==> src/rtl/dmem_arbiter.sv <==
// Two-port arbiter/sequencer in front of a single-port synchronous data RAM.
// Optional out-of-range address checking is enabled by defining DMEM_ARB_RANGE_CHECK_EN.
module dmem_arbiter #(
  parameter int ADDR_W     = 6,
  parameter int DATA_W     = 32,
  parameter int RD_LAT     = 1,
  parameter int PRIO_FIXED = 0
) (
  input  logic              clk,
  input  logic              rst_n,
  input  logic              req0_valid,
  output logic              req0_ready,
  input  logic              req0_we,
  input  logic [31:0]       req0_addr,
  input  logic [DATA_W-1:0] req0_wdata,
  output logic              rsp0_valid,
  output logic [DATA_W-1:0] rsp0_rdata,
  output logic              rsp0_err,
  input  logic              req1_valid,
  output logic              req1_ready,
  input  logic              req1_we,
  input  logic [31:0]       req1_addr,
  input  logic [DATA_W-1:0] req1_wdata,
  output logic              rsp1_valid,
  output logic [DATA_W-1:0] rsp1_rdata,
  output logic              rsp1_err,
  output logic [ADDR_W-1:0] mem_address,
  output logic [DATA_W-1:0] mem_data,
  output logic              mem_wren,
  input  logic [DATA_W-1:0] mem_q,
  output logic              busy
);

  typedef enum logic [1:0] {IDLE, ACC, WAIT, RSP} state_t;

  localparam int CNT_W = 2;

  state_t             state, state_nxt;
  logic [CNT_W-1:0]   wait_cnt;
  logic               last_grant;
  logic               gnt0, gnt1, take;
  logic               sel_we, sel_err;
  logic [31:0]        sel_addr;
  logic [DATA_W-1:0]  sel_wdata;
  logic               port_p1, we_p1, err_p1;
  logic [DATA_W-1:0]  rsp_rdata;

  function automatic logic out_of_range(input logic [31:0] addr);
`ifdef DMEM_ARB_RANGE_CHECK_EN
    return |addr[31:ADDR_W];
`else
    // Upper bits alias onto the RAM; referenced only to keep the port fully used.
    return 1'b0 && (|addr[31:ADDR_W]);
`endif
  endfunction

  // Arbitration: only in IDLE, never while reset is asserted.
  always_comb begin
    gnt0 = 1'b0;
    gnt1 = 1'b0;
    if (state == IDLE && rst_n) begin
      if (req0_valid && req1_valid) begin
        if (PRIO_FIXED != 0 || last_grant) gnt0 = 1'b1;
        else                               gnt1 = 1'b1;
      end else if (req0_valid) begin
        gnt0 = 1'b1;
      end else if (req1_valid) begin
        gnt1 = 1'b1;
      end
    end
  end

  assign take      = gnt0 | gnt1;
  assign sel_we    = gnt1 ? req1_we    : req0_we;
  assign sel_addr  = gnt1 ? req1_addr  : req0_addr;
  assign sel_wdata = gnt1 ? req1_wdata : req0_wdata;
  assign sel_err   = out_of_range(sel_addr);

  always_ff @(posedge clk or negedge rst_n) begin
    if (!rst_n) state <= IDLE;
    else        state <= state_nxt;
  end

  always_comb begin
    state_nxt = state;
    case (state)
      IDLE: if (take) state_nxt = ACC;
      ACC:  state_nxt = (we_p1 || err_p1 || RD_LAT == 1) ? RSP : WAIT;
      WAIT: if (wait_cnt == '0) state_nxt = RSP;
      RSP:  state_nxt = IDLE;
      default: state_nxt = IDLE;
    endcase
  end

  // Stage p1: request latched at the grant edge, driven to the RAM during ACC.
  always_ff @(posedge clk or negedge rst_n) begin
    if (!rst_n) begin
      port_p1     <= 1'b0;
      we_p1       <= 1'b0;
      err_p1      <= 1'b0;
      mem_address <= '0;
      mem_data    <= '0;
      mem_wren    <= 1'b0;
      last_grant  <= 1'b1;
      wait_cnt    <= '0;
    end else begin
      mem_wren <= 1'b0;
      if (take) begin
        port_p1     <= gnt1;
        we_p1       <= sel_we;
        err_p1      <= sel_err;
        mem_address <= sel_addr[ADDR_W-1:0];
        mem_data    <= sel_wdata;
        mem_wren    <= sel_we && !sel_err;
        last_grant  <= gnt1;
      end
      if (state == ACC)
        wait_cnt <= CNT_W'(RD_LAT - 2);
      else if (state == WAIT && wait_cnt != '0)
        wait_cnt <= wait_cnt - 1'b1;
    end
  end

  assign rsp_rdata = (we_p1 || err_p1) ? '0 : mem_q;

  always_comb begin
    req0_ready = gnt0;
    req1_ready = gnt1;
    busy       = (state != IDLE);
    rsp0_valid = 1'b0;
    rsp1_valid = 1'b0;
    rsp0_rdata = '0;
    rsp1_rdata = '0;
    rsp0_err   = 1'b0;
    rsp1_err   = 1'b0;
    if (state == RSP) begin
      if (port_p1) begin
        rsp1_valid = 1'b1;
        rsp1_rdata = rsp_rdata;
        rsp1_err   = err_p1;
      end else begin
        rsp0_valid = 1'b1;
        rsp0_rdata = rsp_rdata;
        rsp0_err   = err_p1;
      end
    end
  end

endmodule

==> config.mk <==
export PLATFORM = sky130hd
export DESIGN_NAME = dmem_arbiter
export DESIGN_NICKNAME = d
export VERILOG_FILES = /design/src/rtl/dmem_arbiter.sv
export SDC_FILE = /design/constraint.sdc
export NUM_CORES = 1
export LEC_CHECK = 0
export ABC_AREA = 1
export CORE_AREA = 2 2 107 109
export DETAILED_ROUTE_END_ITERATION = 12
export DIE_AREA = 0 0 109 111
export GPL_TIMING_DRIVEN = 0
export PLACE_DENSITY = 0.72
export SLEW_MARGIN = 15
export SYNTH_ARGS = -nofsm -noshare
export SYNTH_HDL_FRONTEND = slang
export SYNTH_SLANG_ARGS = --single-unit
==> constraint.sdc <==
create_clock -name clk -period 1.4 [get_ports clk]
set_input_delay 0.21 -clock clk [delete_from_list [all_inputs] [get_ports clk]]
set_output_delay 0.21 -clock clk [all_outputs]
set_load 0.005 [all_outputs]
==> After elaboration in Yosys (flattened, before gate mapping) <==
Cells that the tools add are included.
{ "word_totals": {"regBits": 46, "in_bits": 166, "elab_cells": 51} }
{ "classes": {"addsub": 1, "n_eq_ne": 5, "n_mux": 27, "n_bitwise": 1, "n_reduce_logical": 9} }
{ "ops": {"columns": ["op", "count"], "rows": [
  ["32-bit 2-to-1 mux", 6],
  ["1-bit 2-to-1 mux", 15],
  ["2-bit 2-to-1 mux", 4],
  ["2-bit case mux with 4 select lines", 1],
  ["6-bit 2-to-1 mux", 1],
  ["2-bit nonzero test", 3],
  ["2-bit == test, second input constant", 2],
  ["2-bit logical NOT", 2],
  ["2-bit != test, second input constant", 2],
  ["1-bit logical AND", 3],
  ["2-bit by 1-bit == test with 1-bit output, second input constant", 1],
  ["2-bit AND reduction", 1],
  ["2-bit by 1-bit subtractor with 2-bit output, second input constant", 1],
  ["1-bit OR", 1]
]} }

==> Longest topological paths before layout <==
Gate-level depths: netlist of the first run.
{ "depth": {"depth_word": 7, "ltp_mapped": 8} }

==> Least setup slack after synthesis of the first run <==
OpenSTA, ideal clock, no wires.
{ "synth_path": {"path_kind": "register to register", "from": "register state[0]", "to": "register state[0]", "setup_ps": 117, "arrival_time_ps": 1271, "required_time_ps": 1283, "path_slack_ps": 12, "path_stages_with_launch": 9, "path_buffers": 1, "cell_sequence": "dfrtp_1 > inv_1 > ha_1 > nand3_2 > buf_2 > nand3_1 > nand2_1 > nand2_1 > nand2_1"} }
{ "synth_via": {"elab_chain_len": 6} }
{ "synth_rtl": {"columns": ["element", "line_no", "source"], "rows": [
  ["start, declared", "38", "state_t state, state_nxt;"],
  ["start signal, assigned", "81", "else state <= state_nxt;"],
  ["2-bit logical NOT", "61, 86", null],
  ["1-bit logical AND", "61", "if (state == IDLE && rst_n) begin"],
  ["1-bit 2-to-1 mux", "61", null],
  ["1-bit OR", "73", "assign take = gnt0 | gnt1;"],
  ["2-bit != test (no line)", null, null],
  ["2-bit AND reduction (no line)", null, null]
]} }
Several ways; a longest one is shown, not always the timed one.
A chain may end at the register's enable or synchronous reset.

==> Worst setup path after layout of the first run <==
{ "layout_path": {"from": "register state[0]", "to": "output port req0_ready"} }
{ "layout_via": {"elab_chain_len": 3} }
{ "layout_rtl": {"columns": ["element", "line_no", "source"], "rows": [
  ["2-bit logical NOT", "61", null],
  ["1-bit logical AND", "61", null],
  ["1-bit 2-to-1 mux", "61", null],
  ["end, declared", "12", "output logic req0_ready,"]
]} }
Every way passes these cells.

==> reports/summary.txt, run 1 <==
fmax: 551 MHz
met1 WL: 5450 um
Syn Area/Cell: 6.99 um^2
Final Hold Fails: 0
Worst setup EP type: primary output
die area: 12100 um^2
Syn Std Cell Area: 2620 um^2
DR iter-0 viols: 214
die height: 111 um
maximum vdd drop: 0.000896 V
vias in the first global route: 3821
pwr/cell area: 1690 nW/um^2
initial antenna violation count: 1
DP HPWL: 9170 um
DR top layer: met4
CP Max Fanout: 3
Gate Count Post-Synth: 375
Final Critical Period: 1.81 ns
DP Worst Slack: -0.977 ns
Die Wd: 109 um
Filler Cell Count: 824
Final setup violation count: 113
register area: 1150 um^2
Routed WL: 15200 um
io pins: 276
average wire per standard cell: 18.8 um
status: finished, violations left
Crit path arrival time: 1.60 ns
Clock Skew: 0.00745 ns
via count: 3943
fin cells: 812
vias per cell: 4.86
Pins Over Slew Limit: 0
Clock Root Buffer: clkbuf_16
Yosys warnings: 0
placer congestion estimate: 0.763
core area: 11100 um^2
Layout Area Growth over Synthesis: 172%
Crit Path Class: flop to primary output
Placement Rows: 39
Worst R2R Path Depth: 12
Slew @ Worst Pin: 0.751 ns
met2 wire len: 8150 um
htree depth: 2
clk sinks: 46
RSZ-0062 raised after global routing: true
Initial Utilization: 23.7%
Reg clk slew, reported paths: 0.07 ns
final net count: 839
All-Layer GR Usage: 20.8%
Hold Path Class: input port to asynchronous set/reset pin
first-pass GRT wire length: 19600 um
PnR worst setup slack: -0.413 ns
DRC viols: 0
worst skew pair latency: 0.29 ns
port bufs: 221
P_leak: 3.52 nW
Critical Path RT: 1.19 ns
Max-Cap Viols: 0
clock buffer depth: 2
fin crit share: 130%
cts bufs inserted: 5
DR pass1 iterations: 4
wire length on met3: 1120 um
library cells used by synthesis: 15
grt total ovfl: 0
overall power: 12.1 mW
failing checks: setup timing
placed cells: 741
largest net degree at the start of global routing: 23
#FFs+latches synth: 46
Multi-input gate area: 2410 um^2
register area share after synthesis: 44.0%
CTS tree: built
Slew headroom: 49.8%
share of layout cells above drive strength 1: 54.0%
Detail Route Antenna Nets: 0
startpoint types: flop
setup tns final: -33.58 ns
## registers in the layout (all words and copies together), names as in the netlist
| name | cells |
|---|---|
| last_grant | 1 |
| mem_address | 6 |
| we_p1 | 1 |
| mem_wren | 1 |
| state | 2 |
| wait_cnt | 2 |
| mem_data | 32 |
| port_p1 | 1 |
## cell families (layout without fill, tap and decap cells)
| group | Yosys count | count (layout) | synth area share [%] |
|---|---|---|---|
| DFF | 46 | 46 | 44.0 |
| adders and majority gates | 6 | 6 | 2.86 |
| buffers and inverters | 45 | 337 | 7.16 |
| and+or+nand+nor | 271 | 271 | 44.7 |
| other | 1 | 3 | 0.143 |
| AOI/OAI and AO/OA | 6 | 6 | 1.15 |
## layout make-up
type | count | share of cell area [%]
clock buffer | 7 | 1.86
sequential | 46 | 16.2
multi-input combinational | 285 | 33.8
buffer | 29 | 5.42
tap | 143 | 2.51
clock inverter | 1 | 0.105
inverter | 15 | 1.12
antenna | 1 | 0.0351
timing repair buffer | 285 | 39.0
## worst max-delay path: stages, from the launching register on
cell     delay (ns)
dfrtp_1        0.44
buf_6          0.15
inv_4          0.05
ha_4           0.14
buf_6          0.11
nand3_4        0.07
a21oi_4        0.15
buf_6          0.13
buf_6          0.08
## synth_stat cells (all sizes together)
| cell type | n | area share, % |
|---|---|---|
| ha | 6 | 2.9 |
| inv | 15 | 2.1 |
| a21oi | 4 | 0.76 |
| conb | 1 | 0.14 |
| clkbuf | 19 | 2.7 |
| buf | 11 | 2.3 |
| nand2 | 89 | 13 |
| o21ai | 2 | 0.38 |
| dfstp | 1 | 1.0 |
| nand3 | 114 | 22 |
| dfrtp | 45 | 43 |
| nor2 | 68 | 9.8 |
## worst paths after layout
check	start	endpoint	slack (ns)
max reg2reg	state[0]	state[0]	-0.34
max in group asynchronous	rst_n	state[1]	0.14
max	state[0]	req0_ready	-0.41
min reg2reg	mem_data[1]	mem_data[1]	0.52
min	rst_n	last_grant	0.02
min in group clk	req1_wdata[5]	mem_data[5]	0.48
## cell usage in the layout (no fill, tap or decap), drive strengths merged, types with 2 or more instances in the layout
cell           Yosys  final
buf               11    141
clkdlybuf4s50      0    129
nand3            114    114
nand2             89     89
nor2              68     68
dfrtp             45     45
clkbuf            19     27
dlymetal6s2s       0     20
inv               15     15
ha                 6      6
a21oi              4      4
o21ai              2      2
conb               1      2
dlygate4sd3        0      2
dlygate4sd2        0      2
## metal layers
layer	up-vias	global-route usage [%]
met5	-	0
met4	0	7.44
met3	35	5.06
met2	192	39.8
met1	1921	21.2
li1	1795	-
## timing repair
item                                   4_1_cts  5_1_grt
gates cloned                                 4        7
gates resized for setup                    449      270
hold buffers                                 2        0
setup buffers                               33       21
setup endpoints to repair                  115      125
endpoints found under the hold margin        9        0
pin swaps                                   45       69
## through the flow
stage / instance area [um^2] / utilization, % / hold slack (ns)
after floorplan: 2630 / - / -0.0856
after global placement: 5020 / 45.3 / 0.481
after detailed placement: 5040 / 45.5 / 0.284
after CTS: 5780 / 52.2 / 0.0103
after global routing: 7140 / 64.5 / 0.0161
final: 7140 / 64.5 / 0.0219
## power by group
part           internal (mW)  leakage, nW  switching [mW]
clock                  0.666       0.0641           0.533
combinational           4.50         2.88            3.86
sequential              2.02        0.575           0.517
total                   7.18         3.52            4.91
No activity file was read; power rests on OpenSTA's default activity.
==> run 2: changes to the inputs <==
SKIP_CTS_REPAIR_TIMING = 1   (was default)
==> run 2 against run 1 <==
Against the previous run: the flow finishes with violations (hold timing, setup timing); clock skew shrank 0.0014 ns; first-iteration DRC count is 0.47% lower; sequential cell count did not move; critical endpoint unchanged.
==> reports/summary.txt, run 2 (synthesized netlist as in run 1, its figures left out) <==
Final Hold Fails: 23 (+23)
FF-to-FF setup slack: -0.36 ns (-0.02 ns)
CP Max Fanout: 5 (+2)
Reg clk slew, reported paths: 0.06 ns (about the same)
Filler Cell Count: 958 (+16%)
Die Wd: 109 um (unchanged)
overall power: 10.8 mW (-11%)
maximum vdd drop: 0.00101 V (+13%)
first-pass GRT wire length: 17300 um (-12%)
Clock Root Buffer: clkbuf_16
Crit Path Class: flop to primary output
vias per cell: 4.75 (-2.2%)
Slew @ Worst Pin: 0.722 ns (-0.0286 ns)
htree depth: 2 (unchanged)
Initial Utilization: 23.7% (unchanged)
DRC viols: 0 (unchanged)
Detail Route Antenna Nets: 0 (unchanged)
Max-Cap Viols: 0 (unchanged)
Routed WL: 13600 um (-11%)
grt total ovfl: 0 (unchanged)
startpoint types: flop
CTS tree: built
Crit path arrival time: 1.65 ns (+0.05 ns)
port bufs: 221 (unchanged)
die area: 12100 um^2 (unchanged)
Worst R2R Path Depth: 11 (-1)
cts bufs inserted: 5 (unchanged)
Reg-to-Reg Start: state[0]
Clock Skew: 0.00607 ns (-0.00138 ns)
worst skew pair latency: 0.28 ns (about the same)
failing checks: hold timing, setup timing
pwr/cell area: 1750 nW/um^2 (+3.4%)
final net count: 821 (-2.1%)
PnR worst setup slack: -0.461 ns (-0.0475 ns)
DP HPWL: 9170 um (unchanged)
largest net degree at the start of global routing: 28 (+22%)
Critical Path RT: 1.19 ns (about the same)
via count: 3772 (-4.3%)
average wire per standard cell: 17.1 um (-8.9%)
Final Critical Period: 1.86 ns (+0.0475 ns)
clock buffer depth: 2 (unchanged)
commonest non-fill, non-tap cells in the layout: clkdlybuf4s50_1, nand3_1, nand2_1, buf_2, dfrtp_1
Hold Path Class: input port to asynchronous set/reset pin
status: finished, violations left
fin area: 6140 um^2 (-14%)
Pins Over Slew Limit: 0 (unchanged)
max reg flops: 32 (unchanged)
Placement Rows: 39 (unchanged)
fmax: 537 MHz (-2.6%)
placed cell areas: 5040 um^2 (unchanged)
Final setup violation count: 113 (unchanged)
Layout Area Growth over Synthesis: 134%
Slew headroom: 51.8% (+2.1 points)
die height: 111 um (unchanged)
register area: 1150 um^2 (+0.11%)
leading cell type in the layout, fill and taps excluded: clkdlybuf4s50_1
io pins: 276 (unchanged)
share of layout cells above drive strength 1: 37.5% (-17 points)
Fin Hold WS: -0.0207 ns (-0.0427 ns)
clk sinks: 46 (unchanged)
vias in the first global route: 3445 (-9.8%)
All-Layer GR Usage: 18.2% (-2.6 points)
FF-to-FF End: mem_data[23]
RSZ-0062 raised after global routing: true
core area: 11100 um^2 (unchanged)
Worst setup EP type: primary output
biggest regs: mem_data (32), mem_address (6)
fin crit share: 133% (+3.4 points)
P_leak: 3.00 nW (-15%)
DR pass1 iterations: 5 (+1)
Top reg by flops: mem_data
Multi-input gate area: 1850 um^2 (-23%)
placer congestion estimate: 0.763 (unchanged)
initial antenna violation count: 1 (unchanged)
DR iter-0 viols: 213 (-0.47%)
run 2: metal layers:
layer | wire length, um | vias to the layer above | global-route usage, %
met3 | 1190 | 16 | 4.76
met2 | 7310 | 202 | 34.2
li1 | - | 1760 | -
met4 | 246 | 0 | 5.47
met5 | 0 | - | 0
met1 | 4830 | 1794 | 19.5
run 2: how the worst max path moves through the flow:
stage,from,end,slack (ns),cells after the start
3_5_place_dp,rst_n,req1_ready,-0.98,5
5_1_grt,state[0],req0_ready,-0.52,8
4_1_cts,state[0],req1_ready,-1.17,6
2_1_floorplan,state[0],state[0],0.01,8
6_report,state[0],req0_ready,-0.46,8
3_3_place_gp,rst_n,req1_ready,-2.72,5
run 2: final cells by class:
type | instances | share of cell area [%]
clock buffers | 7 | 2.16
multi-input cells | 285 | 30.1
well taps | 143 | 2.91
repair buffers | 267 | 39.9
plain buffers | 29 | 4.91
diodes | 1 | 0.0407
flip-flops and latches | 46 | 18.8
clock inverters | 1 | 0.122
inverters | 15 | 1.06
run 2: worst max-delay path, cell delays in order, from the launching register on:
cell and delay, ns:
dfrtp_2 0.43, buf_6 0.13, inv_4 0.05, ha_4 0.16, buf_6 0.11, nand3_4 0.07
a21oi_4 0.18, buf_6 0.14, buf_6 0.09
run 2: power by group:
| group | internal [mW] | switching [mW] | leakage, nW | total, mW |
|---|---|---|---|---|
| logic | 3.82 | 3.31 | 2.36 | 7.13 |
| registers | 2.02 | 0.436 | 0.574 | 2.45 |
| clock network | 0.665 | 0.510 | 0.0641 | 1.17 |
| total | 6.50 | 4.25 | 3.00 | 10.8 |
run 2: metrics by stage:
stage                     hold WS, ns  worst slack (ns)  std cells  setup TNS (ns)  utilization, %
final                         -0.0207            -0.461        794          -35.48            55.4
after global routing           0.0250            -0.524        794          -42.67            55.4
after CTS                     -0.0208             -1.17        749          -76.87            46.8
after detailed placement        0.284            -0.977        741          -60.04            45.5
after global placement          0.481             -2.72        740         -198.57            45.3
after floorplan               -0.0856            0.0119        376               0               -
==> run 3: changes to the inputs <==
SKIP_CTS_REPAIR_TIMING = default   (was 1)
==> results of run 3 <==
Same layout as run 1: the final DEF is identical, and so are final timing and power.
